`config.mk`:
```
export PLATFORM = sky130hd
export DESIGN_NAME = hangman_engine
export DESIGN_NICKNAME = d
export VERILOG_FILES = /design/src/rtl/hangman_engine.sv
export SDC_FILE = /design/constraint.sdc
export NUM_CORES = 1
export LEC_CHECK = 0
export ABC_AREA = 1
export CORE_MARGIN = 5
export CORE_UTILIZATION = 45
export DETAILED_ROUTE_END_ITERATION = 7
export GPL_TIMING_DRIVEN = 1
export PLACE_DENSITY = 0.74
export SLEW_MARGIN = 20
export SYNTH_ARGS = -nofsm -noshare
export SYNTH_HDL_FRONTEND = slang
export SYNTH_SLANG_ARGS = --single-unit
```
`constraint.sdc`:
```
create_clock -name clk -period 7.6 [get_ports clk]
set_input_delay 1.52 -clock clk [delete_from_list [all_inputs] [get_ports clk]]
set_output_delay 1.52 -clock clk [all_outputs]
set_load 0.05 [all_outputs]
```
`src/rtl/hangman_engine.sv`:
```
// Hangman game core: secret word fetched from an external ROM at an LFSR-chosen index,
// guesses taken over valid/ready and scanned one letter position per cycle.
module hangman_engine #(
  parameter int unsigned WORD_LEN  = 5,
  parameter int unsigned LETTER_W  = 5,
  parameter int unsigned MAX_TRIES = 7,
  parameter int unsigned LFSR_W    = 6,
  parameter logic [LFSR_W-1:0] LFSR_TAPS = 6'b110000
) (
  input  logic                         clk,
  input  logic                         reset,
  input  logic                         start,
  input  logic                         abort,
  input  logic                         guess_valid,
  input  logic [LETTER_W-1:0]          guess_letter,
  output logic                         guess_ready,
  output logic [LFSR_W-1:0]            word_index,
  input  logic [WORD_LEN*LETTER_W-1:0] word_data,
  output logic [WORD_LEN-1:0]          revealed,
  output logic [3:0]                   tries_used,
  output logic                         guess_hit,
  output logic                         guess_miss,
  output logic                         guess_dup,
  output logic                         win,
  output logic                         lose,
  output logic                         busy
);

  localparam int unsigned NUM_LETTERS = 1 << LETTER_W;
  localparam int unsigned POS_W       = $clog2(WORD_LEN);
  localparam logic [3:0]  MAX_T       = 4'(MAX_TRIES);

  typedef enum logic [2:0] {
    S_IDLE,
    S_LOAD,
    S_GUESS,
    S_SCAN,
    S_UPDATE,
    S_WIN,
    S_LOSE
  } state_t;

  state_t                       state;
  state_t                       state_next;
  logic [LFSR_W-1:0]            lfsr;
  logic [WORD_LEN*LETTER_W-1:0] word_q;
  logic [NUM_LETTERS-1:0]       used;
  logic [LETTER_W-1:0]          letter;
  logic [POS_W-1:0]             pos;
  logic                         hit;
  logic [WORD_LEN-1:0]          hit_mask;
  logic                         last_pos;

  assign last_pos = (pos == POS_W'(WORD_LEN - 1));

  // Outputs decoded purely from registered state
  assign guess_ready = (state == S_GUESS);
  assign busy        = (state == S_LOAD) || (state == S_SCAN) || (state == S_UPDATE);
  assign win         = (state == S_WIN);
  assign lose        = (state == S_LOSE);
  assign guess_hit   = (state == S_UPDATE) && hit;
  assign guess_miss  = (state == S_UPDATE) && !hit;

  // One-hot match of the latched letter at the current scan position
  always_comb begin
    hit_mask = '0;
    for (int p = 0; p < WORD_LEN; p++) begin
      hit_mask[p] = (pos == POS_W'(p)) && (word_q[p*LETTER_W +: LETTER_W] == letter);
    end
  end

  // Word-index LFSR runs freely; abort leaves it alone so games stay varied
  always_ff @(posedge clk or posedge reset) begin
    if (reset) begin
      lfsr <= {{(LFSR_W-1){1'b0}}, 1'b1};
    end else begin
      lfsr <= {lfsr[LFSR_W-2:0], ^(lfsr & LFSR_TAPS)};
    end
  end

  // State register
  always_ff @(posedge clk or posedge reset) begin
    if (reset) begin
      state <= S_IDLE;
    end else begin
      state <= state_next;
    end
  end

  // Next-state logic; abort overrides every transition
  always_comb begin
    state_next = state;
    if (abort) begin
      state_next = S_IDLE;
    end else begin
      case (state)
        S_IDLE, S_WIN, S_LOSE: state_next = start ? S_LOAD : state;
        S_LOAD:                state_next = S_GUESS;
        S_GUESS:               state_next = (guess_valid && !used[guess_letter]) ? S_SCAN : S_GUESS;
        S_SCAN:                state_next = last_pos ? S_UPDATE : S_SCAN;
        S_UPDATE: begin
          if (hit) begin
            state_next = (&revealed) ? S_WIN : S_GUESS;
          end else begin
            state_next = ((tries_used + 4'd1) == MAX_T) ? S_LOSE : S_GUESS;
          end
        end
        default:               state_next = S_IDLE;
      endcase
    end
  end

  // Game datapath: word latch, letter bitmap, scan pointer, reveal mask, try count
  always_ff @(posedge clk or posedge reset) begin
    if (reset) begin
      word_index <= '0;
      word_q     <= '0;
      used       <= '0;
      letter     <= '0;
      pos        <= '0;
      hit        <= 1'b0;
      revealed   <= '0;
      tries_used <= 4'd0;
      guess_dup  <= 1'b0;
    end else if (abort) begin
      used       <= '0;
      hit        <= 1'b0;
      revealed   <= '0;
      tries_used <= 4'd0;
      guess_dup  <= 1'b0;
    end else begin
      guess_dup <= 1'b0;
      case (state)
        S_IDLE, S_WIN, S_LOSE: begin
          if (start) begin
            word_index <= lfsr;
            used       <= '0;
            revealed   <= '0;
            tries_used <= 4'd0;
          end
        end
        S_LOAD: word_q <= word_data;
        S_GUESS: begin
          if (guess_valid) begin
            if (used[guess_letter]) begin
              guess_dup <= 1'b1;
            end else begin
              used[guess_letter] <= 1'b1;
              letter             <= guess_letter;
              pos                <= '0;
              hit                <= 1'b0;
            end
          end
        end
        S_SCAN: begin
          revealed <= revealed | hit_mask;
          if (|hit_mask) begin
            hit <= 1'b1;
          end
          pos <= pos + POS_W'(1);
        end
        S_UPDATE: begin
          if (!hit && (tries_used < MAX_T)) begin
            tries_used <= tries_used + 4'd1;
          end
        end
        default: begin
        end
      endcase
    end
  end

endmodule

```
**Yosys cells after proc, flatten, opt, wreduce, memory -nomap -nowiden**

Cells that the tools add are included.

- Add/subtract/negate cells: 2
- Magnitude comparators: 3
- Equal/unequal tests: 23
- Muxes and demuxes: 36
- Bitwise gates (word level): 4
- Reductions and logical operators: 33

Operator list:

| cell | number |
|---|---|
| $mux 32 | 4 |
| $pmux 32 s2 | 1 |
| $or 32x32->32 | 1 |
| $eq 5x5->1 | 5 |
| $mux 3 | 8 |
| $reduce_and 4->1 | 4 |
| $pmux 3 s5 | 1 |
| $eq 3x2->1 const B | 4 |
| $eq 3x3->1 const B | 4 |
| $mux 4 | 3 |
| $reduce_bool 3->1 | 4 |
| $mux 1 | 11 |
| $logic_and 1x1->1 | 10 |
| $mux 5 | 2 |
| $pmux 5 s2 | 1 |
| $ne 3x3->1 const B | 3 |
| $pmux 4 s2 | 1 |
| $eq 3x1->1 const B | 2 |
| $logic_not 3->1 | 2 |
| $lt 5x6->1 const B | 1 |
| $ne 3x2->1 const B | 2 |
| $pmux 3 s2 | 1 |
| $reduce_and 3->1 | 2 |
| $reduce_xor 6->1 | 1 |
| other kinds (18) | 23 |

- Register bits after elaboration: 91
- Bits of input ports: 35
- Output and inout port bits: 22
- Word-level logic and storage cells: 112

**Longest topological paths before layout**

- Depth in word-level cells: 9
- Depth in mapped cells: 15
- Gate-level depth less buffers: 13

**Least setup slack after synthesis**

OpenSTA, ideal clock, no wires.

- Path kind: reg-to-output
- Start: register state[1]
- End: output port guess_miss
- Arrival: 1.411 ns
- Data required time: 6.080 ns
- Slack: 4.669 ns
- Cell stages (with the launch flop): 4
- Path buffers: 0
- Cells stage by stage: dfrtp_1 -> inv_2 -> nand3_1 -> nor2_1

- Word-level cells in the longest chain between the ends: 2

Ends and longest elaborated chain:

| item | RTL line | RTL |
|---|---|---|
| start: declaration | 43 | `state_t state;` |
| start signal: assignment | 86 | `state <= state_next;` |
| $eq 3x3->1 | 62 | `assign guess_miss = (state == S_UPDATE) && !hit;` |
| $logic_and 1x1->1 | 62 |  |
| end: declaration | 22 | `output logic guess_miss,` |

No other way between the ends.

**Worst setup path after layout**

- Start: input port guess_letter[0]
- End: register used[21]

- Word-level cells in the longest chain between the ends: 9
- Elaborated cells on any way between the ends: 14
- Those cells by class: order compare (2); eq/ne (1); mux (8); bitwise (1); reduce/logical (2)

Ends and longest elaborated chain:

| item | RTL line | RTL |
|---|---|---|
| start: declaration | 15 | `input logic [LETTER_W-1:0] guess_letter,` |
| $lt 5x6->1 (implied by the code) / $ge 5x1->1 (equally long branches) | 148 | `used[guess_letter] <= 1'b1;` |
| $logic_and 1x1->1 (implied by the code) | 148 |  |
| $mux 1 (implied by the code) | 148 |  |
| $demux 1 s5 | 148 |  |
| $or 32x32->32 (no source line) | n/a |  |
| $mux 32 | 145 | `if (used[guess_letter]) begin` |
| $mux 32 | 144 | `if (guess_valid) begin` |
| $pmux 32 s2 | 133 | `case (state)` |
| $mux 32 | 125 | `end else if (abort) begin` |
| end signal: assignment | 126 | `used <= '0;` |
| end signal: assignment | 137 | `used <= '0;` |
| end signal: indexed assignment | 148 |  |
| end: declaration | 47 | `logic [NUM_LETTERS-1:0] used;` |

Several ways; a longest one is shown, not always the timed one. The select of a mux whose other input is x is not followed.
A chain may end at the register's enable or synchronous reset.

==> impl_metrics.yaml <==
sta:
  tightest_slew_ns: 0.929
  fin_crit_sh_pct: 53.4
  final_hold_viol_count: 0
  setup_viol: 0
  rsz0062_at_grt: "no"
  max-slew-margin-rel_pct: 38.0
  final_max_slew_viol_count: 0
  layout_min_cycle_time_ns: 4.06
  timing.fmax_mhz: 246
  skew_ns: 0.00870
  finalSetupTns_ns: 0
synthesis:
  yosys_warnings: 0
  yosysSeqAreaShare_pct: 44.8
  yosys.area.top_type_share_pct: 44.3
  avgSynthCellArea_sq_um: 7.45
  netlist_instances: 683
  yosysTopAreaCell: "dfrtp_1"
  ys_types: 33
  ys_seq_elements: 91
  synth_area_leaders: "dfrtp_1 (44%), nand2_1 (17%), nand3_1 (5.5%)"
  synth_nets: 725
  synth_area_sq_um: 5090
die:
  ios: 57
  placementRows: 38
  initial_utilization_pct: 46.3
  die_width_um: 116
  core_sq_um: 11000
  die_height_um: 116
  fp.dieArea_sq_um: 13500
critical_path:
  r2r_cells: 6
  worstPathRequired_ns: 7.83
  startpoint_type: "primary input"
  slowest_stage: "clkdlybuf4s50_1"
  cp_max_fo: 35
  cpPeakStageDelay_ns: 0.94
  path_common_cell: "nand2_1"
  crit_type: "primary input to flip-flop"
  crit_path_end_kind: "flip-flop"
  arrival_ns: 4.29
  cp_cell_sequence: "clkdlybuf4s50_1 -> inv_2 -> nand2_1 -> nand2_1 -> nand2_1 -> nand2_1 -> nand2_1 -> nand2_1 -> nor2_4 -> nand3_2 -> nand2_4 -> nand2_4 -> nand2_1 -> nand2_1"
run_status:
  status: "complete, no violations"
run:
  max-cap-violations: 0
detailed_routing:
  num_vias: 4531
  firstDrtPassIters: 5
  ant_nets: 0
  drt_iter0_markers: 362
  wl_per_cell_um: 14.2
  routed_wl_um: 12400
  viasPerCell: 5.20
  post-route-drc-count: 0
clock_tree:
  clk_path_buf_depth: 2
  root_buffer: "clkbuf_16"
  tritoncts: "yes"
  insertion_delay_ns: 0.35
  cts_buffers: 9
  postCtsResizedCells: 0
  cts_setup_buffers: 0
  clock-sinks: 91
  cts_max_level: 3
  cts.clk_slew.worst_paths_ns: 0.07
  ctsHoldBuffers: 0
grt:
  grt_pass1_vias: 4506
  grt_max_degree: 92
  antenna_found_initial: 0
  grtUsageTotal_pct: 19.5
  grt.overflow.total: 0
  grt_pass1_wl_um: 21100
placed_design:
  place_congestion: 0.875
  place_hpwl_um: 8650
  portBuffers: 56
cells_and_area:
  drive_above_1_share_pct: 8.33
  fin_nets: 769
  fillerInstances: 1026
  syn2layout_area_growth_pct: 18.6
  final_util_pct: 55.0
  antenna_cells: 0
pwr:
  pwr_density_cell_nw_per_um2: 278
  p_leak_nw: 3.00
  ir_worst_vdd_mv: 0.131
hold_path:
  hold_path_depth: 0
  hp-class: "flip-flop to flip-flop"
-- path summary, 6_finish.rpt --
kind                                            from                      to  slack (ns)
max in group asynchronous                      reset       lfsr[2]$_DFF_PP0_        5.32
worst min register to register     lfsr[2]$_DFF_PP0_       lfsr[3]$_DFF_PP0_        0.37
worst min-delay path               lfsr[2]$_DFF_PP0_       lfsr[3]$_DFF_PP0_        0.37
min in group asynchronous                      reset  word_q[23]$_DFFE_PP0P_        1.73
worst max register to register  state[2]$_DFFE_PP0P_    used[21]$_DFFE_PP0P_        4.86
worst max-delay path                 guess_letter[0]    used[21]$_DFFE_PP0P_        3.54
-- state kept, by name, indices dropped and copies added, names as in the netlist --
name	cells
revealed	5
lfsr	6
state	3
guess_dup	1
hit	1
tries_used	4
used	32
pos	3
word_index	6
word_q	25
letter	5
-- stage by stage --
step | instance area, sq um | setup WS (ns) | hold WS, ns | cells | power [mW]
after global routing | 6040 | 3.20 | 0.381 | 872 | 1.81
after global placement | 5710 | 3.32 | 0.354 | 856 | 1.19
after floorplan | 5090 | 3.72 | 0.350 | 683 | 1.08
after CTS | 6040 | 3.59 | 0.374 | 872 | 1.69
final | 6040 | 3.54 | 0.370 | 872 | 1.68
after detailed placement | 5720 | 3.22 | 0.365 | 856 | 1.21
-- cells by family (layout without fill, tap and decap cells) --
group / after synthesis / after routing / synth area share, %
AND/OR/NAND/NOR: 406 / 406 / 34.2
multiplexers: 15 / 15 / 3.32
flip-flops: 91 / 91 / 44.8
XOR/XNOR: 6 / 6 / 1.03
AO/OA/AOI/OAI: 74 / 74 / 8.07
buffers and inverters: 84 / 133 / 6.91
adder cells (fa/ha/maj): 7 / 7 / 1.72
-- synthesized netlist by cell type, drive strengths merged --
cell / count
nand4: 2
inv: 57
a211oi: 4
nand3: 57
clkinv: 1
dfstp: 1
and3: 1
ha: 7
a311oi: 1
o21ai: 14
a21oi: 47
o22ai: 3
clkbuf: 13
a31oi: 4
xor2: 6
buf: 13
mux2: 15
dfrtp: 90
nor3: 40
nand2: 236
nor2: 70
a21boi: 1
-- report_power, final --
| part | switching, mW | leakage (nW) | internal, mW |
|---|---|---|---|
| registers | 0.0833 | 1.18 | 0.575 |
| logic | 0.361 | 1.66 | 0.180 |
| clock network | 0.190 | 0.153 | 0.289 |
| total | 0.635 | 3.00 | 1.04 |
-- layer usage --
metal / GRT usage [%] / vias up / wire length (um)
li1: - / 2284 / -
met1: 25.1 / 2126 / 5380
met2: 33.0 / 105 / 6150
met3: 3.99 / 16 / 647
met4: 6.42 / 0 / 180
met5: 0 / - / 0
-- critical path: cells and delay by family --
family / cells / cell delay [ns]
buf+inv: 2 / 1.21
simple gates: 12 / 1.54
-- cells in the final DEF (no fill, tap or decap), drive strengths merged --
cell type	instances
nand4	2
clkdlybuf4s50	56
a31oi	4
o22ai	3
mux2	15
dfstp	1
nor3	40
clkbuf	10
xor2	6
nand2	236
dfrtp	90
ha	7
a311oi	1
a21boi	1
buf	3
nor2	70
nand3	57
clkinvlp	1
o21ai	14
bufinv	2
clkinv	4
a211oi	4
inv	57
and3	1
a21oi	47
-- final cells by class --
class,count,area [sq um],area share (%)
Multi-Input combinational cell,508,2460,40.7
Clock inverter,6,90.1,1.49
Clock buffer,10,229,3.79
Inverter,58,219,3.63
Sequential cell,91,2280,37.7
Tap cell,140,175,2.90
Timing Repair Buffer,59,587,9.72
(Power assumes the default switching activity.)
